--- config.mk ---
export PLATFORM = sky130hd
export DESIGN_NAME = i2c_bit_gen
export DESIGN_NICKNAME = d
export VERILOG_FILES = /design/src/rtl/i2c_pkg.sv /design/src/rtl/i2c_qtr_timer.sv /design/src/rtl/i2c_bit_gen.sv
export SDC_FILE = /design/constraint.sdc
export NUM_CORES = 1
export LEC_CHECK = 0
export ABC_AREA = 0
export CAP_MARGIN = 30
export CORE_UTILIZATION = 60
export DETAILED_ROUTE_END_ITERATION = 16
export PLACE_DENSITY = 0.84
export REMOVE_ABC_BUFFERS = 1
export SLEW_MARGIN = 30
export SYNTH_ARGS = -nofsm -noshare
export SYNTH_HDL_FRONTEND = slang
export SYNTH_SLANG_ARGS = --single-unit
--- constraint.sdc ---
create_clock -name clk -period 6.07 [get_ports clk]
set_input_delay 0.9105 -clock clk [delete_from_list [all_inputs] [get_ports clk]]
set_output_delay 0.9105 -clock clk [all_outputs]
set_load 0.05 [all_outputs]
--- src/rtl/i2c_pkg.sv ---
// Shared definitions for the I2C master bit-level line driver:
// command codes, FSM state and phase encodings, and the per-phase line table.
package i2c_pkg;

  localparam int DIV_W_DEFAULT = 16;

  typedef enum logic [1:0] {
    CMD_START = 2'b00,
    CMD_STOP  = 2'b01,
    CMD_WRITE = 2'b10,
    CMD_READ  = 2'b11
  } cmd_e;

  typedef enum logic [2:0] {
    IDLE  = 3'd0,
    START = 3'd1,
    STOP  = 3'd2,
    WRITE = 3'd3,
    READ  = 3'd4
  } state_e;

  typedef enum logic [1:0] {
    PH_A = 2'd0,
    PH_B = 2'd1,
    PH_C = 2'd2,
    PH_D = 2'd3
  } phase_e;

  // Map a command code onto the FSM state that executes it.
  function automatic state_e cmd_state(input logic [1:0] code);
    state_e st;
    st = IDLE;
    case (code)
      CMD_START: st = START;
      CMD_STOP:  st = STOP;
      CMD_WRITE: st = WRITE;
      CMD_READ:  st = READ;
      default:   st = IDLE;
    endcase
    return st;
  endfunction

  // Line enables {scl, sda} for a command in a given phase (1 = released).
  // START phase A keeps SCL where it is so a repeated START does not glitch SCL high early.
  function automatic logic [1:0] phase_lines(input state_e st, input phase_e ph,
                                             input logic din, input logic scl_now);
    logic [1:0] lines;
    lines = 2'b11;
    case (st)
      START: begin
        case (ph)
          PH_A:    lines = {scl_now, 1'b1};
          PH_B:    lines = 2'b11;
          PH_C:    lines = 2'b10;
          PH_D:    lines = 2'b00;
          default: lines = 2'b11;
        endcase
      end
      STOP: begin
        case (ph)
          PH_A:    lines = 2'b00;
          PH_B:    lines = 2'b10;
          PH_C:    lines = 2'b11;
          PH_D:    lines = 2'b11;
          default: lines = 2'b11;
        endcase
      end
      WRITE: begin
        case (ph)
          PH_A:    lines = {1'b0, din};
          PH_B:    lines = {1'b1, din};
          PH_C:    lines = {1'b1, din};
          PH_D:    lines = {1'b0, din};
          default: lines = 2'b11;
        endcase
      end
      READ: begin
        case (ph)
          PH_A:    lines = 2'b01;
          PH_B:    lines = 2'b11;
          PH_C:    lines = 2'b11;
          PH_D:    lines = 2'b01;
          default: lines = 2'b11;
        endcase
      end
      default: lines = 2'b11;
    endcase
    return lines;
  endfunction

endpackage

--- src/rtl/i2c_qtr_timer.sv ---
// Quarter-bit phase timer: loads a period at command accept, counts down to zero,
// emits a one-cycle tick on the last cycle of each phase and reloads itself.
// While hold is high (SCL being stretched) the count sits at the reload value.
module i2c_qtr_timer #(
  parameter int DIV_W = 16
) (
  input  logic             clk,
  input  logic             rst,
  input  logic             load,
  input  logic [DIV_W-1:0] load_val,
  input  logic             en,
  input  logic             hold,
  input  logic [DIV_W-1:0] reload_val,
  output logic             tick
);

  localparam logic [DIV_W-1:0] CNT_ZERO = {DIV_W{1'b0}};
  localparam logic [DIV_W-1:0] CNT_ONE  = {{(DIV_W-1){1'b0}}, 1'b1};

  logic [DIV_W-1:0] cnt_r;

  assign tick = en & ~hold & (cnt_r == CNT_ZERO);

  // Down-counter with load, stretch hold and automatic reload at phase end.
  always_ff @(posedge clk or posedge rst) begin
    if (rst) begin
      cnt_r <= CNT_ZERO;
    end else if (load) begin
      cnt_r <= load_val;
    end else if (en) begin
      if (hold) begin
        cnt_r <= reload_val;
      end else if (cnt_r == CNT_ZERO) begin
        cnt_r <= reload_val;
      end else begin
        cnt_r <= cnt_r - CNT_ONE;
      end
    end else begin
      cnt_r <= cnt_r;
    end
  end

endmodule

--- src/rtl/i2c_bit_gen.sv ---
// I2C master bit-level line driver. Runs one START/STOP/WRITE/READ command per
// handshake through four timed phases, drives the open-drain SCL/SDA enables,
// honours clock stretching, samples READ data and detects lost arbitration.
module i2c_bit_gen
  import i2c_pkg::*;
#(
  parameter int DIV_W = DIV_W_DEFAULT
) (
  input  logic             clk,
  input  logic             rst,
  input  logic [DIV_W-1:0] clk_div,
  input  logic             cmd_valid,
  output logic             cmd_ready,
  input  logic [1:0]       cmd,
  input  logic             cmd_din,
  output logic             done,
  output logic             dout,
  output logic             al,
  output logic             own,
  input  logic             bus_busy,
  input  logic             scl_i,
  input  logic             sda_i,
  output logic             scl_o,
  output logic             sda_o
);

  state_e           state_r, state_nxt_s;
  phase_e           phase_r, phase_nxt_s;
  logic [DIV_W-1:0] div_r, div_nxt_s;
  logic             din_r, din_nxt_s;
  logic             scl_r, scl_nxt_s;
  logic             sda_r, sda_nxt_s;
  logic             ready_r, ready_nxt_s;
  logic             done_r, done_nxt_s;
  logic             al_r, al_nxt_s;
  logic             own_r, own_nxt_s;
  logic             dout_r, dout_nxt_s;
  logic             lost_s;
  logic             tick_s;
  logic             accept_s;
  logic             active_s;
  logic             hold_s;

  assign accept_s = cmd_valid & ready_r;
  assign active_s = (state_r != IDLE);
  // A slave holds SCL low while we release it in phase B: freeze the phase.
  assign hold_s   = active_s & (phase_r == PH_B) & scl_r & ~scl_i;

  i2c_qtr_timer #(.DIV_W(DIV_W)) u_timer (
    .clk        (clk),
    .rst        (rst),
    .load       (accept_s),
    .load_val   (clk_div),
    .en         (active_s),
    .hold       (hold_s),
    .reload_val (div_r),
    .tick       (tick_s)
  );

  // Next-state, next-line-level and handshake/status decode.
  always_comb begin
    state_nxt_s = state_r;
    phase_nxt_s = phase_r;
    div_nxt_s   = div_r;
    din_nxt_s   = din_r;
    scl_nxt_s   = scl_r;
    sda_nxt_s   = sda_r;
    ready_nxt_s = ready_r;
    done_nxt_s  = 1'b0;
    al_nxt_s    = 1'b0;
    own_nxt_s   = own_r;
    dout_nxt_s  = dout_r;
    lost_s      = 1'b0;
    case (state_r)
      IDLE: begin
        if (accept_s) begin
          div_nxt_s = clk_div;
          din_nxt_s = cmd_din;
          if ((cmd == CMD_START) && bus_busy && !own_r) begin
            // Someone else holds the bus: refuse START without touching the lines.
            al_nxt_s    = 1'b1;
            own_nxt_s   = 1'b0;
            scl_nxt_s   = 1'b1;
            sda_nxt_s   = 1'b1;
            ready_nxt_s = 1'b1;
          end else begin
            state_nxt_s = cmd_state(cmd);
            phase_nxt_s = PH_A;
            ready_nxt_s = 1'b0;
            {scl_nxt_s, sda_nxt_s} = phase_lines(cmd_state(cmd), PH_A, cmd_din, scl_r);
          end
        end else begin
          ready_nxt_s = 1'b1;
        end
      end
      START, STOP, WRITE, READ: begin
        if (tick_s) begin
          case (phase_r)
            PH_A: begin
              phase_nxt_s = PH_B;
              {scl_nxt_s, sda_nxt_s} = phase_lines(state_r, PH_B, din_r, scl_r);
            end
            PH_B: begin
              phase_nxt_s = PH_C;
              {scl_nxt_s, sda_nxt_s} = phase_lines(state_r, PH_C, din_r, scl_r);
            end
            PH_C: begin
              // SDA was released by us but reads low: another master won.
              lost_s = ((state_r == WRITE) && din_r && !sda_i) ||
                       ((state_r == STOP) && !sda_i);
              if (lost_s) begin
                al_nxt_s    = 1'b1;
                state_nxt_s = IDLE;
                phase_nxt_s = PH_A;
                scl_nxt_s   = 1'b1;
                sda_nxt_s   = 1'b1;
                own_nxt_s   = 1'b0;
                ready_nxt_s = 1'b1;
              end else begin
                if (state_r == READ) begin
                  dout_nxt_s = sda_i;
                end else begin
                  dout_nxt_s = dout_r;
                end
                phase_nxt_s = PH_D;
                {scl_nxt_s, sda_nxt_s} = phase_lines(state_r, PH_D, din_r, scl_r);
              end
            end
            PH_D: begin
              done_nxt_s  = 1'b1;
              state_nxt_s = IDLE;
              phase_nxt_s = PH_A;
              ready_nxt_s = 1'b1;
              if (state_r == START) begin
                own_nxt_s = 1'b1;
              end else if (state_r == STOP) begin
                own_nxt_s = 1'b0;
              end else begin
                own_nxt_s = own_r;
              end
            end
            default: begin
              state_nxt_s = IDLE;
              phase_nxt_s = PH_A;
              ready_nxt_s = 1'b1;
            end
          endcase
        end else begin
          phase_nxt_s = phase_r;
        end
      end
      default: begin
        state_nxt_s = IDLE;
        phase_nxt_s = PH_A;
        scl_nxt_s   = 1'b1;
        sda_nxt_s   = 1'b1;
        ready_nxt_s = 1'b1;
      end
    endcase
  end

  // FSM state and phase registers.
  always_ff @(posedge clk or posedge rst) begin
    if (rst) begin
      state_r <= IDLE;
      phase_r <= PH_A;
    end else begin
      state_r <= state_nxt_s;
      phase_r <= phase_nxt_s;
    end
  end

  // Latched command operands and registered outputs.
  always_ff @(posedge clk or posedge rst) begin
    if (rst) begin
      div_r   <= {DIV_W{1'b0}};
      din_r   <= 1'b0;
      scl_r   <= 1'b1;
      sda_r   <= 1'b1;
      ready_r <= 1'b1;
      done_r  <= 1'b0;
      al_r    <= 1'b0;
      own_r   <= 1'b0;
      dout_r  <= 1'b0;
    end else begin
      div_r   <= div_nxt_s;
      din_r   <= din_nxt_s;
      scl_r   <= scl_nxt_s;
      sda_r   <= sda_nxt_s;
      ready_r <= ready_nxt_s;
      done_r  <= done_nxt_s;
      al_r    <= al_nxt_s;
      own_r   <= own_nxt_s;
      dout_r  <= dout_nxt_s;
    end
  end

  assign cmd_ready = ready_r;
  assign done      = done_r;
  assign al        = al_r;
  assign own       = own_r;
  assign dout      = dout_r;
  assign scl_o     = scl_r;
  assign sda_o     = sda_r;

endmodule

-- Yosys cells after proc, flatten, opt, wreduce, memory -nomap -nowiden
Cells that the tools add are included.
- add/subtract/negate cells: 1
- multiply operators: 0
- div/mod/pow operators: 0
- magnitude comparators: 0
- equal/unequal tests: 23
- shift operators: 0
- mux-type cells: 56
- bitwise operators: 9
- reduce and logical (&&, ||, !) cells: 24
- operators with widths (cell ; number):
    16-bit two-way mux ; 4
    1-bit two-way mux ; 25
    1-bit one-hot mux with 2 select lines ; 9
    16-bit logical NOT ; 1
    2-bit one-hot mux with 4 select lines ; 2
    16-bit by 1-bit subtractor with 16-bit output, second input constant ; 1
    3-bit two-way mux ; 5
    3-bit by 2-bit == test with 1-bit output, second input constant ; 4
    3-bit one-hot mux with 2 select lines ; 2
    3-bit one-hot mux with 4 select lines ; 1
    5-bit AND reduction ; 2
    3-bit AND reduction ; 3
    2-bit == test, second input constant ; 4
    2-bit two-way mux ; 4
    2-bit != test, second input constant ; 4
    7-bit AND reduction ; 1
    1-bit AND ; 6
    3-bit by 1-bit == test with 1-bit output, second input constant ; 2
    3-bit == test, second input constant ; 2
    3-bit != test, second input constant ; 2
    1-bit one-hot mux with 3 select lines ; 2
    2-bit one-hot mux with 3 select lines ; 1
    1-bit logical AND ; 5
    2-bit by 1-bit == test with 1-bit output, second input constant ; 2
    other kinds (14) ; 19
- register bits: 45
- latch bits: 0
- bits in writable memories: 0
- ROM bits: 0
- bits of input ports: 25
- output and inout bits: 7
- word-level logic and storage cells: 125
- memories: 0

-- Longest topological paths before layout
Gate-level depths: netlist of the first run.
- word-level depth: 11
- gate-level depth with buffers: 9
- mapped depth without buffers: 7

-- Modules after synthesis
A second synthesis of the first run with hierarchy kept.
- cell total of the unflattened synthesis: 292
- area, all modules: 2944.1 µm²
- by module, submodules not included (module ; times used ; cells each ; area an instance (µm²) ; sequential area each (µm²)):
    i2c_bit_gen ; 1 ; 143 ; 1636.6 ; 729.4
    i2c_qtr_timer ; 1 ; 149 ; 1307.5 ; 400.4

-- Least setup slack after synthesis of the first run
No wires, ideal clock.
- path type: flip-flop to flip-flop
- from: register u_timer.cnt_r[7]
- to: register dout_r, in the netlist dout
- library setup time: 125 ps
- arrival time: 2358 ps
- data required time: 5945 ps
- slack: 3587 ps
- cell stages (with the launch flop): 6
- buffers on the path: 1
- period minus slack after synthesis: 2483 ps
- cell sequence: dfrtp_1 -> or4_2 -> or4_4 -> buf_6 -> nor4b_2 -> mux2_2
- cells in the longest elaborated chain, start to end: 3
- RTL lines (what ; RTL line ; text):
    start: declaration ; i2c_qtr_timer.sv:20 ; logic [DIV_W-1:0] cnt_r;
    start signal: assignment ; i2c_qtr_timer.sv:29 ; cnt_r <= load_val;
    start signal: assignment ; i2c_qtr_timer.sv:32 ; cnt_r <= reload_val;
    start signal: assignment ; i2c_qtr_timer.sv:34 ; cnt_r <= reload_val;
    16-bit logical NOT ; i2c_qtr_timer.sv:22 ; assign tick = en & ~hold & (cnt_r == CNT_ZERO);
    1-bit AND ; i2c_qtr_timer.sv:22 ;
    5-bit AND reduction (no source line) ; -- ;
    end signal: assignment ; i2c_bit_gen.sv:194 ; dout_r <= dout_nxt_s;
    end: declaration ; i2c_bit_gen.sv:37 ; logic dout_r, dout_nxt_s;
Every way passes these cells.
A chain may end at the register's enable or synchronous reset.

-- Worst setup path after layout of the first run
- from: register u_timer.cnt_r[0]
- to: register u_timer.cnt_r[13]
- cells in the longest elaborated chain, start to end: 5
- elaborated cells between the ends (all ways): 6
- those cells by class: 1 x add/sub; 4 x mux; 1 x reduce/logical
- RTL lines (what ; RTL line ; text):
    16-bit by 1-bit subtractor with 16-bit output / 16-bit logical NOT (equally long branches) ; i2c_qtr_timer.sv:36, i2c_qtr_timer.sv:33 ;
    16-bit two-way mux * ; i2c_qtr_timer.sv:33 ; end else if (cnt_r == CNT_ZERO) begin
    16-bit two-way mux * ; i2c_qtr_timer.sv:31 ; if (hold) begin
    16-bit two-way mux * ; i2c_qtr_timer.sv:30 ; end else if (en) begin
    16-bit two-way mux * ; i2c_qtr_timer.sv:28 ; end else if (load) begin
Every way passes the cells marked *; elsewhere a longest branch is shown, timed or not. The select of a mux whose other input is x is not followed.

==> impl_results.md, run 1 <==
* Clock network power share at between 10% and 20%
* DPL Wire Length at between 4000 and 5000 um
* Worst path bufs/invs at 1
* M1 WL at 2930 um
* Num CTS Buffers at 5
* Power density over the cells at about 460 mW/mm^2
* Synth Register Bits at 45
* Slew margin rel. at approximately 46%
* Ports at 32
* Violated checks: DRC
* # setup viols final at 0
* Metal2 WL at about 3000 um
* FMAX at 355 MHz
* Max Cap Viol at 0
* DRT Pass-1 Iters at 10
* Initial Utilization at a little under two thirds
* Synthesis-to-finish area growth at 15.0%
* Worst stage delay on the critical path at between 600 and 700 ps
* Net Switching at about 650 uW
* Syn Std Cell Area at between 0.002 and 0.003 mm^2
* CTS root buf: clkbuf_8
* Tot GR Track Use at between 20% and 30%
* Biggest area consumer among synthesized cells: dfrtp_1
* # Post-CTS Setup Buffers at 0
* Worst hold-check path type: reg -> reg
* Synth unique cells at 53
* Remaining antenna violation count at 0
* Critical Path RT at between 6000 and 7000 ps
* Worst-Margin Slew at just over 800 ps
* Vias per cell at 6.38
* Post-Route WL at between 6000 and 7000 um
* Top FF cell, synth: dfrtp_1
* Global-route wire length before repair at ~11000 um
* Met3 Wirelength at approximately 350 um
* CTS tree: yes
* Core ar. at 0.00447 mm^2
* Hold Buf Count CTS at 0
* Buffers added on ports at 31
* Die X-Extent at roughly 71 um
* Top delay family on crit path: simple AND/OR/NAND/NOR gates
* Vias at approximately 2400
* CP Launch Type: flip-flop
* Critical Setup Path Class: reg -> reg
* Clk_lat worst skew at just over 300 ps
* CTS H-tree depth at 2
* Top post-synthesis cells by area: dfrtp_1 37%, mux2_2 7.1%, mux2i_1 5.6%
* Worst vdd ir at 0.000213 V
* Critical path endpoint category: flip-flop
* Status: complete, but fails checks
* GR Overflow Total at 0
* Int Pwr at about 870 uW
* Crit path time final at about 2800 ps
* Yosys top cell area share at 36.8%
* Final hold violations at 0
* Drt drc at 3
* Clock transition at the registers of the reported paths at about 90 ps
* Mapped Cells at ~300
* Worst-path cell chain: inv_1, ha_1, or4b_1, or4_4, o21a_1, mux2i_1, o22ai_1
* Initial antenna violation count at 0
* WL/cell at between 15 and 20 um
* Setup TNS at 0 ps
* Seq/Total Area, Yosys at 39.6%
* Reg2Reg Setup Slack at around 3300 ps
* GPL Wtd Cong at between 0.8 and 0.9
* Post-synth ARST share at between 90% and 100%
* Post-synth EDFFs at 0
* Period utilization at a little under half
* Resized cells post-CTS at 0
* Pin count of the biggest net entering global routing at 46
* # rows at 24
* Final Max Slew Viols at 0
* Post-layout net count at 357
* Leak at 0.00143 uW
* Total clock sinks at 45
* Switching part of the total at 42.7%
* Util after Layout at between 70% and 80%
* Placed inst area at 0.00317 mm^2
* Die Y at 71.0 um
* Fillers at approximately 340
* Fin area at 0.00328 mm^2
* Die area at around 0.005 mm^2
* Worst-path maximum fanout at 14
* Clk buf depth at 2
* Seq pwr share at between 30% and 40%
* Synth Area per Inst at around 9.6 um^2
* Layout Skew at 8.50 ps
* Number of synthesis warnings at 0
* Comb power frac at approximately 46%
* Highest Signal Layer: met4
* Proportion of layout cells with a drive suffix above 1 at between 10% and 20%
* Ant diodes at 0
* Slowest cell on the critical path: or4_4
* Worst Path Arrival at 3000 ps
* Initial drt markers at between 200 and 300
* Vias in the first global route at around 2300
* RSZ-0062 raised after global routing: no
==> cell families after synthesis <==
| group | synth area share (%) |
|---|---|
| and+or+nand+nor | 16.7 |
| AOI/OAI and AO/OA | 16.4 |
| adders and majority gates | 5.26 |
| DFF | 39.6 |
| buffers and inverters | 4.82 |
| xor gates and xnor gates | 3.99 |
| muxes | 13.2 |
==> stage by stage <==
| stage | std cells | total power (uW) | hold WS [ps] | setup slack (ps) |
|---|---|---|---|---|
| global route | 373 | 1610 | 528 | 3140 |
| CTS | 373 | 1510 | 514 | 3230 |
| floorplan | 279 | 1070 | 480 | 3310 |
| finish | 373 | 1520 | 511 | 3250 |
| detailed placement | 365 | 1270 | 495 | 3060 |
| global placement | 365 | 1240 | 490 | 3160 |
==> power groups by stage <==
stage / Clock (uW) / Sequential (uW) / Combinational, uW
floorplan: 0 / 579 / 491
global route: 247 / 605 / 760
global placement: 0 / 578 / 659
finish: 235 / 587 / 695
detailed placement: 0 / 587 / 686
CTS: 237 / 581 / 691
==> layer usage <==
layer  GRT usage [%]  up-vias
met1            38.5     1157
li1                -     1131
met2            42.2       77
met5               0        -
met3            4.13       13
met4            11.6        0
==> worst reg2reg max path, cell delays in order, from the launching register on <==
cell and delay (ps):
dfrtp_1 420, inv_1 140, ha_1 160, or4b_1 480
or4_4 680, o21a_1 430, mux2i_1 290, o22ai_1 100
==> path summary, 6_finish.rpt <==
check | start | to | cells past startpoint
worst max-delay path | u_timer.cnt_r[0]$_DFFE_PP0N_ | u_timer.cnt_r[13]$_DFFE_PP0N_ | 7
min in group asynchronous | rst | div_r[5]$_DFFE_PP0P_ | 3
worst min register to register | sda_o$_DFFE_PP1P_ | sda_o$_DFFE_PP1P_ | 2
worst max register to register | u_timer.cnt_r[0]$_DFFE_PP0N_ | u_timer.cnt_r[13]$_DFFE_PP0N_ | 7
max in group asynchronous | rst | own$_DFFE_PP0P_ | 3
worst min-delay path | sda_o$_DFFE_PP1P_ | sda_o$_DFFE_PP1P_ | 2
==> cells in the mapped netlist (all sizes together) (8+ instances only) <==
cell and count:
dfrtp 42, a21oi 24, o21ai 21, nor2 20
mux2 19, mux2i 16, nand2 14, inv 13
ha 12, clkbuf 11, and3 9, nor4 8
==> state kept, by name, indices dropped and copies added (netlist names) <==
signal / cells
din_r: 1
u_timer.cnt_r: 16
scl_o: 1
sda_o: 1
own: 1
state_r: 3
cmd_ready: 1
done: 1
div_r: 16
al: 1
phase_r: 2
dout: 1
==> final cells by class <==
class | instances | area (um^2) | area share (%)
Multi-Input combinational cell | 221 | 1590 | 48.5
Sequential cell | 45 | 1130 | 34.4
Timing Repair Buffer | 34 | 333 | 10.1
Clock buffer | 5 | 68.8 | 2.10
Tap cell | 52 | 65.1 | 1.98
Inverter | 13 | 48.8 | 1.49
Clock inverter | 3 | 46.3 | 1.41
==> cells in the final DEF (no fill, tap or decap), types with 2 or more instances in the layout <==
| cell type | n |
|---|---|
| mux2_2 | 18 |
| mux2i_1 | 16 |
| and3_1 | 9 |
| o21ai_1 | 2 |
| nand3b_1 | 2 |
| nand4_1 | 2 |
| nor4_1 | 8 |
| a211oi_1 | 3 |
| o211ai_1 | 2 |
| inv_1 | 12 |
| clkdlybuf4s50_1 | 31 |
| nor3_1 | 6 |
| o22ai_1 | 6 |
| dfrtp_1 | 42 |
| nor2_1 | 20 |
| o21a_1 | 4 |
| buf_4 | 3 |
| o31ai_1 | 2 |
| xnor2_1 | 6 |
| nor2b_1 | 2 |
| or4_1 | 3 |
| nand3_1 | 7 |
| a21oi_1 | 24 |
| nand2_1 | 14 |
| o2111ai_1 | 2 |
| clkbuf_8 | 5 |
| o21ai_2 | 2 |
| dfstp_2 | 3 |
| xor2_1 | 7 |
| or2_2 | 2 |
| ha_1 | 12 |
| or3_1 | 3 |
| o21ai_0 | 17 |
No activity file was read; power rests on OpenSTA's default activity.
==> run 2, diff against run 1 <==
- CORE_UTILIZATION: 60 -> 51
- PLACE_DENSITY: 0.84 -> 0.76
- clock period: 6.07 -> 2.5 ns (I/O delays scaled with it)
==> run 2 against run 1 <==
Compared with the run above:
- the flow now finishes without violations
- global-route usage down 1.9 points
- sequential cell count unchanged
- first-iteration DRC count fell by 25%
- combinational power grew to 2.9 times the previous value
- clock power increased by 140%
- highest routed layer unchanged
==> impl_results.md, run 2 (synthesized netlist as in run 1, its figures left out) <==
* Status: finished clean
* CTS tree: yes
* Post-Route WL at 6760 um
* Clk buf depth at 2
* CP Launch Type: flip-flop
* Initial Utilization at between 50% and 60%
* # setup viols final at 0
* DRT Pass-1 Iters at 4
* Initial drt markers at approximately 200
* Top delay family on crit path: simple AND/OR/NAND/NOR gates
* Die area at roughly 0.006 mm^2
* GPL Wtd Cong at 0.884
* DPL Wire Length at 4860 um
* WHS at between 400 and 500 ps
* Final hold violations at 0
* Worst-path cell chain: inv_1, ha_1, or4b_4, or4_4, nor4b_2, mux2_2
* Critical Setup Path Class: reg -> reg
* Crit path time final at 2370 ps
* Die Y at 76.8 um
* Tot GR Track Use at between 20% and 30%
* Area of the multi-input gates at ~0.0016 mm^2
* Buffers added on ports at 31
* Worst hold-check path type: in -> async
* Slew margin rel. at between 40% and 50%
* Critical path endpoint category: flip-flop
* Worst path bufs/invs at 1
* Worst stage delay on the critical path at between 500 and 600 ps
* Final Max Slew Viols at 0
* RSZ-0062 raised after global routing: no
* Util after Layout at about two thirds
* Biggest regs: div_r (16), u_timer.cnt_r (16), state_r (3)
* Slowest cell on the critical path: or4_4
* Leak at ~0.0016 uW
* Commonest cells after routing, fill and taps aside: 42 x dfrtp_1, 31 x clkdlybuf4s50_1, 24 x a21oi_1, 24 x buf_4, 20 x nor2_1
* Register area at between 0.001 and 0.0015 mm^2
* Vias per cell at between 5 and 6
* FMAX at between 400 and 500 MHz
* Clk_lat worst skew at ~310 ps
* Post-layout net count at ~380
* Clock transition at the registers of the reported paths at 90 ps
* Global-route wire length before repair at ~12000 um
* Vias at approximately 2400
* Proportion of layout cells with a drive suffix above 1 at about a fifth
* Num CTS Buffers at 5
* Fin area at 0.00351 mm^2
* Max Cap Viol at 0
* WL/cell at 16.3 um
* Worst Path Arrival at roughly 2600 ps
* Placed inst area at ~0.0034 mm^2
* Remaining antenna violation count at 0
* Total clock sinks at 45
* Ports at 32
* Most common cell after layout, fill and taps aside: dfrtp_1
* Critical Path RT at between 2000 and 3000 ps
* Worst-Margin Slew at about 750 ps
* CTS H-tree depth at 2
* Hold Buf Count CTS at 0
* Layout Skew at approximately 11 ps
* Drt drc at 0
* CTS root buf: clkbuf_8
* Initial antenna violation count at 0
* Power density over the cells at about 1100 mW/mm^2
* GR Overflow Total at 0
* Ant diodes at 0
* Vias in the first global route at around 2300
* Fillers at 435
* Placed Instances at 405
* Die X-Extent at about 77 um
* Synthesis-to-finish area growth at 23.1%
* Power, Total at 3920 uW
* Worst vdd ir at 0.000611 V
* Final std cells w/o fill at roughly 420
* Pin count of the biggest net entering global routing at 27
* Period utilization at between 90% and 100%
* Core ar. at approximately 0.0052 mm^2
* # rows at 26
* Worst-path maximum fanout at 7
-- run 2: per-stage QoR --
step           setup TNS [ps]  setup WS (ps)
3_5_place_dp            -29.7          -29.7
4_1_cts                     0           4.11
3_3_place_gp                0            102
5_1_grt                     0           15.1
2_1_floorplan           -3430           -261
6_report                    0            129
-- run 2: final cells by class --
cell class | count | share of cell area (%)
Sequential cell | 45 | 32.2
Multi-Input combinational cell | 221 | 45.5
Timing Repair Buffer | 58 | 15.2
Inverter | 13 | 1.39
Tap cell | 70 | 2.49
Clock buffer | 6 | 2.07
Clock inverter | 2 | 1.10
-- run 2: repair_timing --
item / CTS / global route
resized for setup: 0 / 4
pin swaps: 1 / 2
buffers inserted: 0 / 2
endpoints found under the setup margin: 2 / 3
-- run 2: power breakdown --
| part | switching (uW) | internal (uW) | leakage [uW] |
|---|---|---|---|
| clock | 265 | 300 | 0.0000554 |
| sequential | 263 | 1060 | 0.000546 |
| combinational | 1090 | 935 | 0.000954 |
-- run 2: path summary, 6_finish.rpt --
path	start	to	slack, ps	cells past startpoint
setup reg to reg	u_timer.cnt_r[0]$_DFFE_PP0N_	dout$_DFFE_PP0P_	130	6
max in group asynchronous	rst	sda_o$_DFFE_PP1P_	1480	3
hold / removal	rst	div_r[5]$_DFFE_PP0P_	400	2
min in group clk	sda_o$_DFFE_PP1P_	sda_o$_DFFE_PP1P_	510	2
setup / recovery	u_timer.cnt_r[0]$_DFFE_PP0N_	dout$_DFFE_PP0P_	130	6
hold reg to reg	sda_o$_DFFE_PP1P_	sda_o$_DFFE_PP1P_	510	2
-- run 2: worst reg2reg max path, cell delays in order (launching register included) --
cell     delay, ps
dfrtp_1        380
inv_1           90
ha_1           140
or4b_4         460
or4_4          560
nor4b_2        280
mux2_2         360
-- run 2: per-layer routing --
metal | part of all wire, % | GRT usage, % | wire, um
met5 | 0 | 0 | 0
met4 | 1.2 | 7.50 | 79
met3 | 4.8 | 2.62 | 327
met2 | 45 | 37.9 | 3030
met1 | 49 | 38.5 | 3320
